File: src/rtl/hazard_fwd_unit.sv
// Operand forwarding, load-use / mul-div RAW / structural hazard detection and stall control; forwarding and stall are combinational, MD_Done is registered.
// No backpressure input: Stall holds PC and IF/ID and EX_Flush bubbles ID/EX. Optional perf counters are enabled with HAZARD_PERF_CNT_EN.
module hazard_fwd_unit #(
  parameter int RSIZE  = 5,
  parameter int NREAD  = 2,
  parameter int MD_LAT = 4,
  parameter int CNTW   = 4
) (
  input  logic                   clk,
  input  logic                   rst_n,
  input  logic [NREAD*RSIZE-1:0] ID_RAddr,
  input  logic [NREAD-1:0]       ID_RUse,
  input  logic                   ID_MDIssue,
  input  logic [RSIZE-1:0]       ID_MDWAddr,
  input  logic [NREAD*RSIZE-1:0] EX_RAddr,
  input  logic [RSIZE-1:0]       EX_WAddr,
  input  logic                   EX_MemRead,
  input  logic                   EX_RFWen,
  input  logic [RSIZE-1:0]       MEM_WAddr,
  input  logic                   MEM_RFWen,
  input  logic [RSIZE-1:0]       WB_WAddr,
  input  logic                   WB_RFWen,
  output logic [2*NREAD-1:0]     EX_FwdSel,
  output logic                   Stall,
  output logic                   EX_Flush,
  output logic                   MD_Busy,
  output logic                   MD_Done
`ifdef HAZARD_PERF_CNT_EN
  ,
  output logic [31:0]            StallCnt,
  output logic [15:0]            LUCnt
`endif
);

  logic [CNTW-1:0]  cnt;
  logic [RSIZE-1:0] busy_addr;
  logic             lu_hit;
  logic             sb_hit;
  logic             load_use;
  logic             sb_raw;
  logic             structural;
  logic             issue_ok;

  // MEM is the younger producer, so it wins over WB for the same register.
  always_comb begin
    EX_FwdSel = '0;
    for (int i = 0; i < NREAD; i++) begin
      if (EX_RAddr[i*RSIZE +: RSIZE] == MEM_WAddr && MEM_RFWen && MEM_WAddr != '0)
        EX_FwdSel[2*i +: 2] = 2'd1;
      else if (EX_RAddr[i*RSIZE +: RSIZE] == WB_WAddr && WB_RFWen && WB_WAddr != '0)
        EX_FwdSel[2*i +: 2] = 2'd2;
    end
  end

  always_comb begin
    lu_hit = 1'b0;
    sb_hit = 1'b0;
    for (int i = 0; i < NREAD; i++) begin
      if (ID_RUse[i] && ID_RAddr[i*RSIZE +: RSIZE] == EX_WAddr)
        lu_hit = 1'b1;
      if (ID_RUse[i] && ID_RAddr[i*RSIZE +: RSIZE] == busy_addr)
        sb_hit = 1'b1;
    end
  end

  assign MD_Busy    = (cnt != '0);
  assign load_use   = EX_MemRead & EX_RFWen & (EX_WAddr != '0) & lu_hit;
  assign sb_raw     = MD_Busy & (busy_addr != '0) & sb_hit;
  assign structural = ID_MDIssue & MD_Busy;
  assign Stall      = load_use | sb_raw | structural;
  assign EX_Flush   = Stall;
  assign issue_ok   = ID_MDIssue & ~Stall;

  // busy_addr is left stale after completion; MD_Busy masks it.
  always_ff @(posedge clk or negedge rst_n) begin
    if (!rst_n) begin
      cnt       <= '0;
      busy_addr <= '0;
      MD_Done   <= 1'b0;
    end else begin
      MD_Done <= (cnt == CNTW'(1)) & ~issue_ok;
      if (issue_ok) begin
        cnt       <= CNTW'(MD_LAT);
        busy_addr <= ID_MDWAddr;
      end else if (cnt != '0) begin
        cnt <= cnt - CNTW'(1);
      end
    end
  end

`ifdef HAZARD_PERF_CNT_EN
  always_ff @(posedge clk or negedge rst_n) begin
    if (!rst_n) begin
      StallCnt <= '0;
      LUCnt    <= '0;
    end else begin
      if (Stall && !(&StallCnt))
        StallCnt <= StallCnt + 32'd1;
      if (load_use && !(&LUCnt))
        LUCnt <= LUCnt + 16'd1;
    end
  end
`endif

endmodule

File: config.mk
export PLATFORM = sky130hd
export DESIGN_NAME = hazard_fwd_unit
export DESIGN_NICKNAME = d
export VERILOG_FILES = /design/src/rtl/hazard_fwd_unit.sv
export SDC_FILE = /design/constraint.sdc
export NUM_CORES = 1
export LEC_CHECK = 0
export BUFFER_PORTS_ARGS = -buffer_cell sky130_fd_sc_hd__buf_4
export CAP_MARGIN = 25
export CELL_PAD_IN_SITES_DETAIL_PLACEMENT = 1
export CELL_PAD_IN_SITES_GLOBAL_PLACEMENT = 1
export CORE_ASPECT_RATIO = 0.9
export CORE_UTILIZATION = 34
export CTS_BUF_LIST = sky130_fd_sc_hd__clkbuf_4
export CTS_CLUSTER_SIZE = 20
export DETAILED_ROUTE_END_ITERATION = 16
export HOLD_SLACK_MARGIN = 0.12
export PLACE_DENSITY = 0.94
export SETUP_SLACK_MARGIN = 0.4
export SLEW_MARGIN = 0
export SYNTH_ARGS = -nofsm -noshare
export SYNTH_HDL_FRONTEND = slang
export SYNTH_SLANG_ARGS = --single-unit
File: constraint.sdc
create_clock -name clk -period 5.05 [get_ports clk]
set_input_delay 0.505 -clock clk [delete_from_list [all_inputs] [get_ports clk]]
set_output_delay 0.505 -clock clk [all_outputs]
set_load 0.02 [all_outputs]
==> summary.txt, run 1 <==
Floorplanning
  – Initial Util: 35.9%
  – Row Count: 18
  – Die Ht: approximately 53 um
  – # IOs: 57
  – Die width: 58.8 um
  – Die Area: roughly 3100 um2
  – Core box area: 2750 um2

Clocking
  – CTS H-tree depth: 1
  – CTS tree: yes
  – CTS resizes: 0
  – Worst-path clk slew: 0.07 ns
  – Num CTS Buffers: 3
  – CTS Hold Bufs: 1
  – Root Buffer: clkbuf_4
  – # Post-CTS Setup Buffers: 0
  – # clock sinks: 10
  – Skew-Pair Late Insertion Delay: about 0.27 ns
  – Deepest clock path buffer count: 2

Power
  – Power Density: about 330 nW/um2
  – LEAKAGE: 0.653 nW
  – Power, Total: around 0.5 mW
  – Worst VDD drop: 0.000236 V

Cells and area
  – Layout Nets: 220
  – Layout area overhead: 50.3%
  – Ant. Diodes: 0
  – Core Util, Final: 53.9%
  – Share of layout cells above drive strength 1: 39.8%
  – Final cell count without fillers: 206

Place
  – Cells after DPL: 202
  – Gpl congestion: 0.842
  – HPWL reported at the end of detailed placement: 2990 um
  – Port Buf Inserts: 56

Global route
  – Number of global-route vias before repair: 1,153
  – Global-route wire length before repair: 5260 um
  – Pin count of the biggest net entering global routing: 11
  – GRT Total Usage: 23.2%
  – Initial antenna violation count: 0
  – Grt total ovfl: 0

Worst setup path
  – CP endpoint kind: output pin
  – Startpoint types: primary input
  – CP peak stage delay: ~0.50 ns
  – Critical-path cell list: buf_4 > or4_1 > o21ai_0 > nor4_1 > nor4_1 > buf_4
  – CP Data Arrival Time: 2.07 ns
  – Setup Crit Path Kind: primary input to output pin
  – CP required: ~4.6 ns
  – Critical-path maximum fanout: 3
  – CP max stage cell: or4_1

STA
  – Final cycle utilization of the critical path: 51.0%
  – Fin. Hold Viols: 0
  – Slew @ Worst Pin: 0.431 ns
  – Setup Viol. Count Final: 0
  – Clock period minus final worst setup slack: ~2.6 ns
  – Pins Over Slew Limit: 0
  – F_max: 388 MHz
  – RSZ-0062 raised after global routing: no
  – Relative max-transition margin: 71.0%
  – Fin Setup TNS: 0 ns
  – Hold slack: about 0.45 ns
  – Clk_skew: 0.00998 ns

Yosys
  – Post-synth cell types: 25
  – #FFs+latches synth: 10
  – Mapped Cells: 107
  – Net Count, Synth: 159
  – Register area share after synthesis: 25.4%
  – YS warnings: 0
  – Mapped Avg Cell Area: 9.21 um2
  – Syn Std Cell Area: 986 um2

Route
  – Post-DR vias/cell: 5.08
  – Routed vias: 1,046
  – Drt pass-1 iters: 2
  – Wire per inst: approximately 16 um
  – Final ANT Viol Nets: 0
  – Drt drc: 0
  – Drt initial violations: 19
  – Final wirelength: 3340 um

Min path
  – Worst hold path type: primary input to flop

Run status
  – Status: completed

Run
  – MaxCap Viol Count: 0
-- report_power, final --
part	switching, mW	internal [mW]
clock network	0.0257	0.0274
registers	0.0471	0.121
logic	0.123	0.147
-- worst paths after layout --
path	from	to	slack, ns	cells past startpoint
setup / recovery	MEM_WAddr[0]	EX_FwdSel[1]	2.48	6
hold / removal	ID_MDIssue	cnt[0]	0.45	2
setup reg to reg	cnt[0]	busy_addr[3]	3.19	6
hold reg to reg	cnt[3]	cnt[3]	0.51	1
max in group asynchronous	rst_n	busy_addr[1]	4.31	2
min in group asynchronous	rst_n	busy_addr[0]	0.60	2
-- kinds of logic (layout without fill, tap and decap cells) --
family	count (synthesis)	in the layout	share of synthesized area, %
AO/OA/AOI/OAI	13	13	9.64
XOR/XNOR	42	42	37.3
adder cells (fa/ha/maj)	3	3	3.81
buffers and inverters	4	63	1.90
flip-flops	10	10	25.4
multiplexers	5	5	5.71
AND/OR/NAND/NOR	30	30	16.2
-- synthesized netlist by cell type --
cell / n / area, um2
or4_1: 4 / 30.0
dfrtp_1: 10 / 250
or3_1: 2 / 12.5
nor2_1: 3 / 11.3
inv_1: 3 / 11.3
a21oi_1: 1 / 5.00
nor3_1: 2 / 10.0
o22ai_1: 2 / 12.5
nor4_1: 4 / 25.0
a211oi_1: 1 / 7.51
nand2_1: 8 / 30.0
xor2_1: 15 / 131
a21o_1: 1 / 7.51
nand4_1: 4 / 25.0
xnor2_1: 27 / 236
and2_1: 1 / 6.26
a31oi_1: 2 / 12.5
a21o_2: 1 / 8.76
mux2_2: 5 / 56.3
o21ai_0: 3 / 15.0
ha_1: 3 / 37.5
nand3_1: 2 / 10.0
a21oi_4: 1 / 16.3
buf_4: 1 / 7.51
o311a_1: 1 / 10.0
-- routing by layer --
metal  vias up  part of all wire, %  global-route usage [%]
met2        46                   57                    49.2
li1        493                    -                       -
met3         9                  6.1                    2.93
met5         -                    0                       0
met1       498                   34                    21.3
met4         0                  3.0                    10.7
-- registers in the layout (all words and copies together), names as in the netlist --
name and flops:
MD_Done 1, busy_addr 5, cnt 4
-- cells in the final DEF, fill, tap and decap left out, drive strengths merged, types with 4 or more instances in the layout --
| cell | n |
|---|---|
| buf | 56 |
| xnor2 | 27 |
| xor2 | 15 |
| dfrtp | 10 |
| nand2 | 8 |
| mux2 | 5 |
| nand4 | 4 |
| or4 | 4 |
| nor4 | 4 |
-- layout make-up --
type	instances	area, um2
fill	345	1270
multi-input combinational	93	717
timing repair buffer	57	430
sequential	10	250
tap	40	50.0
clock buffer	3	22.5
inverter	3	11.3
-- critical path, delay by kind of cell --
kind | cells | cell delay, ns
buffers and inverters | 2 | 0.32
and+or+nand+nor | 3 | 0.98
AOI/OAI and AO/OA | 1 | 0.25
-- per-stage QoR --
step	area [um2]	setup slack, ns
2_1_floorplan	986	2.42
3_3_place_gp	1450	2.63
3_5_place_dp	1450	2.49
4_1_cts	1480	2.49
5_1_grt	1480	2.39
6_report	1480	2.48
Note: power is estimated with default switching activity, not from simulation.
==> run 2: changes to the inputs <==
CORE_UTILIZATION = 29   (was 34)
PLACE_DENSITY = 0.86   (was 0.94)
clock period = 2.35 ns   (was 5.05 ns; I/O delays follow)
==> summary.txt, run 2 (synthesized netlist as in run 1, its figures left out) <==
Worst setup path
  – CP Data Arrival Time: 1.63 ns
  – Critical-path cell list: xnor2_2 > nand4_1 > o22ai_1 > a21oi_1 > o21ai_2 > buf_4
  – CP peak stage delay: around 0.44 ns
  – Critical path buffers and inverters: 1
  – Startpoint types: flop
  – Worst setup path startpoint: busy_addr[1]
  – CP endpoint kind: output pin
  – Worst r2r src: cnt[0]
  – Crit-path leading delay family: compound AO/OA/AOI/OAI gates
  – CP required: 2.12 ns
  – CP max stage cell: dfrtp_2
  – Setup Crit Path Kind: flop to output pin
  – Critical-path maximum fanout: 3

Global route
  – Grt met3 use: 3.00%
  – Pin count of the biggest net entering global routing: 11
  – GR Layer Usage met2: 35.9%
  – Grt total ovfl: 0
  – Met1 Use GR: 18.9%
  – Number of global-route vias before repair: approximately 1,100
  – Global-route wire length before repair: around 5100 um
  – Initial antenna violation count: 0
  – GRT Total Usage: approximately 18%
  – GR peak layer: met2

Clocking
  – Root Buffer: clkbuf_4
  – Deepest clock path buffer count: 2
  – CTS tree: yes
  – # clock sinks: 10
  – Num CTS Buffers: 3
  – Skew-Pair Late Insertion Delay: approximately 0.27 ns
  – CTS H-tree depth: 1
  – Worst-path clk slew: 0.07 ns

Cells and area
  – Layout Nets: around 220
  – Most flops, register: busy_addr
  – Largest regs: busy_addr (5), cnt (4), MD_Done (1)
  – Most frequent cells in the layout: buf_4 (58), xnor2_1 (26), xor2_1 (15)
  – Share of layout cells above drive strength 1: 44.4%
  – Layout area overhead: 55.5%
  – Ant. Diodes: 0
  – Max FFs per register: 5
  – Commonest non-fill, non-tap cell in the layout: buf_4

Power
  – Power, Total: 1.11 mW
  – Switching share of total power: 39.4%
  – Sequential share of power: 32.2%
  – Gate power share: about 57%
  – LEAKAGE: 0.673 nW
  – Power Density: 723 nW/um2
  – Worst VDD drop: 0.000460 V
  – Clock power share: a little over a tenth
  – Psw: 0.437 mW
  – Pint: 0.671 mW

Floorplanning
  – Initial Util: a little under a third
  – Die Ht: 57.3 um
  – Die width: around 63 um
  – Core box area: roughly 3100 um2
  – Row Count: 19
  – Die Area: 3640 um2
  – # IOs: 57

Route
  – Final ANT Viol Nets: 0
  – Routed vias: 1,060
  – Final wirelength: 3220 um
  – Drt pass-1 iters: 3
  – Drt drc: 0
  – Wire per inst: between 15 and 20 um
  – Post-DR vias/cell: 5.02
  – Drt initial violations: 24

STA
  – Final cycle utilization of the critical path: 79.5%
  – Relative max-transition margin: 67.2%
  – F_max: 535 MHz
  – Fin Setup TNS: 0 ns
  – RSZ-0062 raised after global routing: yes
  – Pins Over Slew Limit: 0
  – Slew @ Worst Pin: 0.488 ns
  – Setup Viol. Count Final: 0
  – Clk_skew: around 0.0074 ns
  – Fin. Hold Viols: 0
  – Fin worst setup slack: about 0.48 ns
  – Clock period minus final worst setup slack: 1.87 ns

Run status
  – Status: completed

Place
  – Gpl congestion: 0.925
  – HPWL reported at the end of detailed placement: 2800 um
  – Pre-CTS WS: 0.394 ns
  – Port Buf Inserts: 56

Min path
  – Worst hold path type: primary input to flop
  – Hold Startpoint: ID_MDIssue

Run
  – MaxCap Viol Count: 0
## run 2: cell count changes in the layout (fill, tap and decap cells not counted), sizes merged
cell / delta
clkinv: +1
buf: +2
## run 2: layer usage
layer	wire, um	vias up
met5	0	-
met1	1180	514
met3	206	4
li1	-	498
met2	1800	44
met4	36	0
## run 2: power groups by stage
stage / registers (mW) / clock network [mW] / logic [mW]
final: 0.357 / 0.122 / 0.628
after global routing: 0.371 / 0.133 / 0.696
after CTS: 0.356 / 0.126 / 0.600
after detailed placement: 0.360 / 0 / 0.588
after global placement: 0.353 / 0 / 0.548
after floorplan: 0.339 / 0 / 0.390
## run 2: worst register-to-register path, stage by stage, from the launching register on
cell and delay [ns]:
dfrtp_1 0.41, inv_1 0.14, ha_1 0.21, and2_2 0.21
nand2_1 0.10, a21oi_4 0.25, mux2_2 0.38
## run 2: final timing paths
kind                       slack (ns)  cells past startpoint            to
hold / removal                   0.18                      2        cnt[0]
min in group asynchronous        0.33                      2        cnt[1]
hold reg to reg                  0.52                      1        cnt[3]
max in group asynchronous        1.87                      2  busy_addr[1]
setup / recovery                 0.48                      6         Stall
setup reg to reg                 0.54                      6  busy_addr[1]
## run 2: metrics by stage
stage	cell area [um2]	hold slack, ns	utilization [%]	instances
detailed placement	1460	0.0719	46.7	204
finish	1530	0.176	48.8	211
CTS	1500	0.170	47.9	209
floorplan	998	-0.0606	-	107
global placement	1460	0.0694	46.7	204
global route	1530	0.190	48.8	211
## run 2: area by class of cell
class / instances / area, um2
clock buffers: 3 / 22.5
clock inverters: 1 / 3.75
fillers: 377 / 1610
inverters: 3 / 11.3
multi-input cells: 93 / 746
flip-flops and latches: 10 / 251
well taps: 42 / 52.6
repair buffers: 59 / 445
## run 2: timing repair
action,in CTS,in global routing
endpoints found under the setup margin,4,9
setup buffers,0,2
resized for setup,3,4
endpoints found under the hold margin,10,0
pin swaps,0,0
hold buffers,1,0
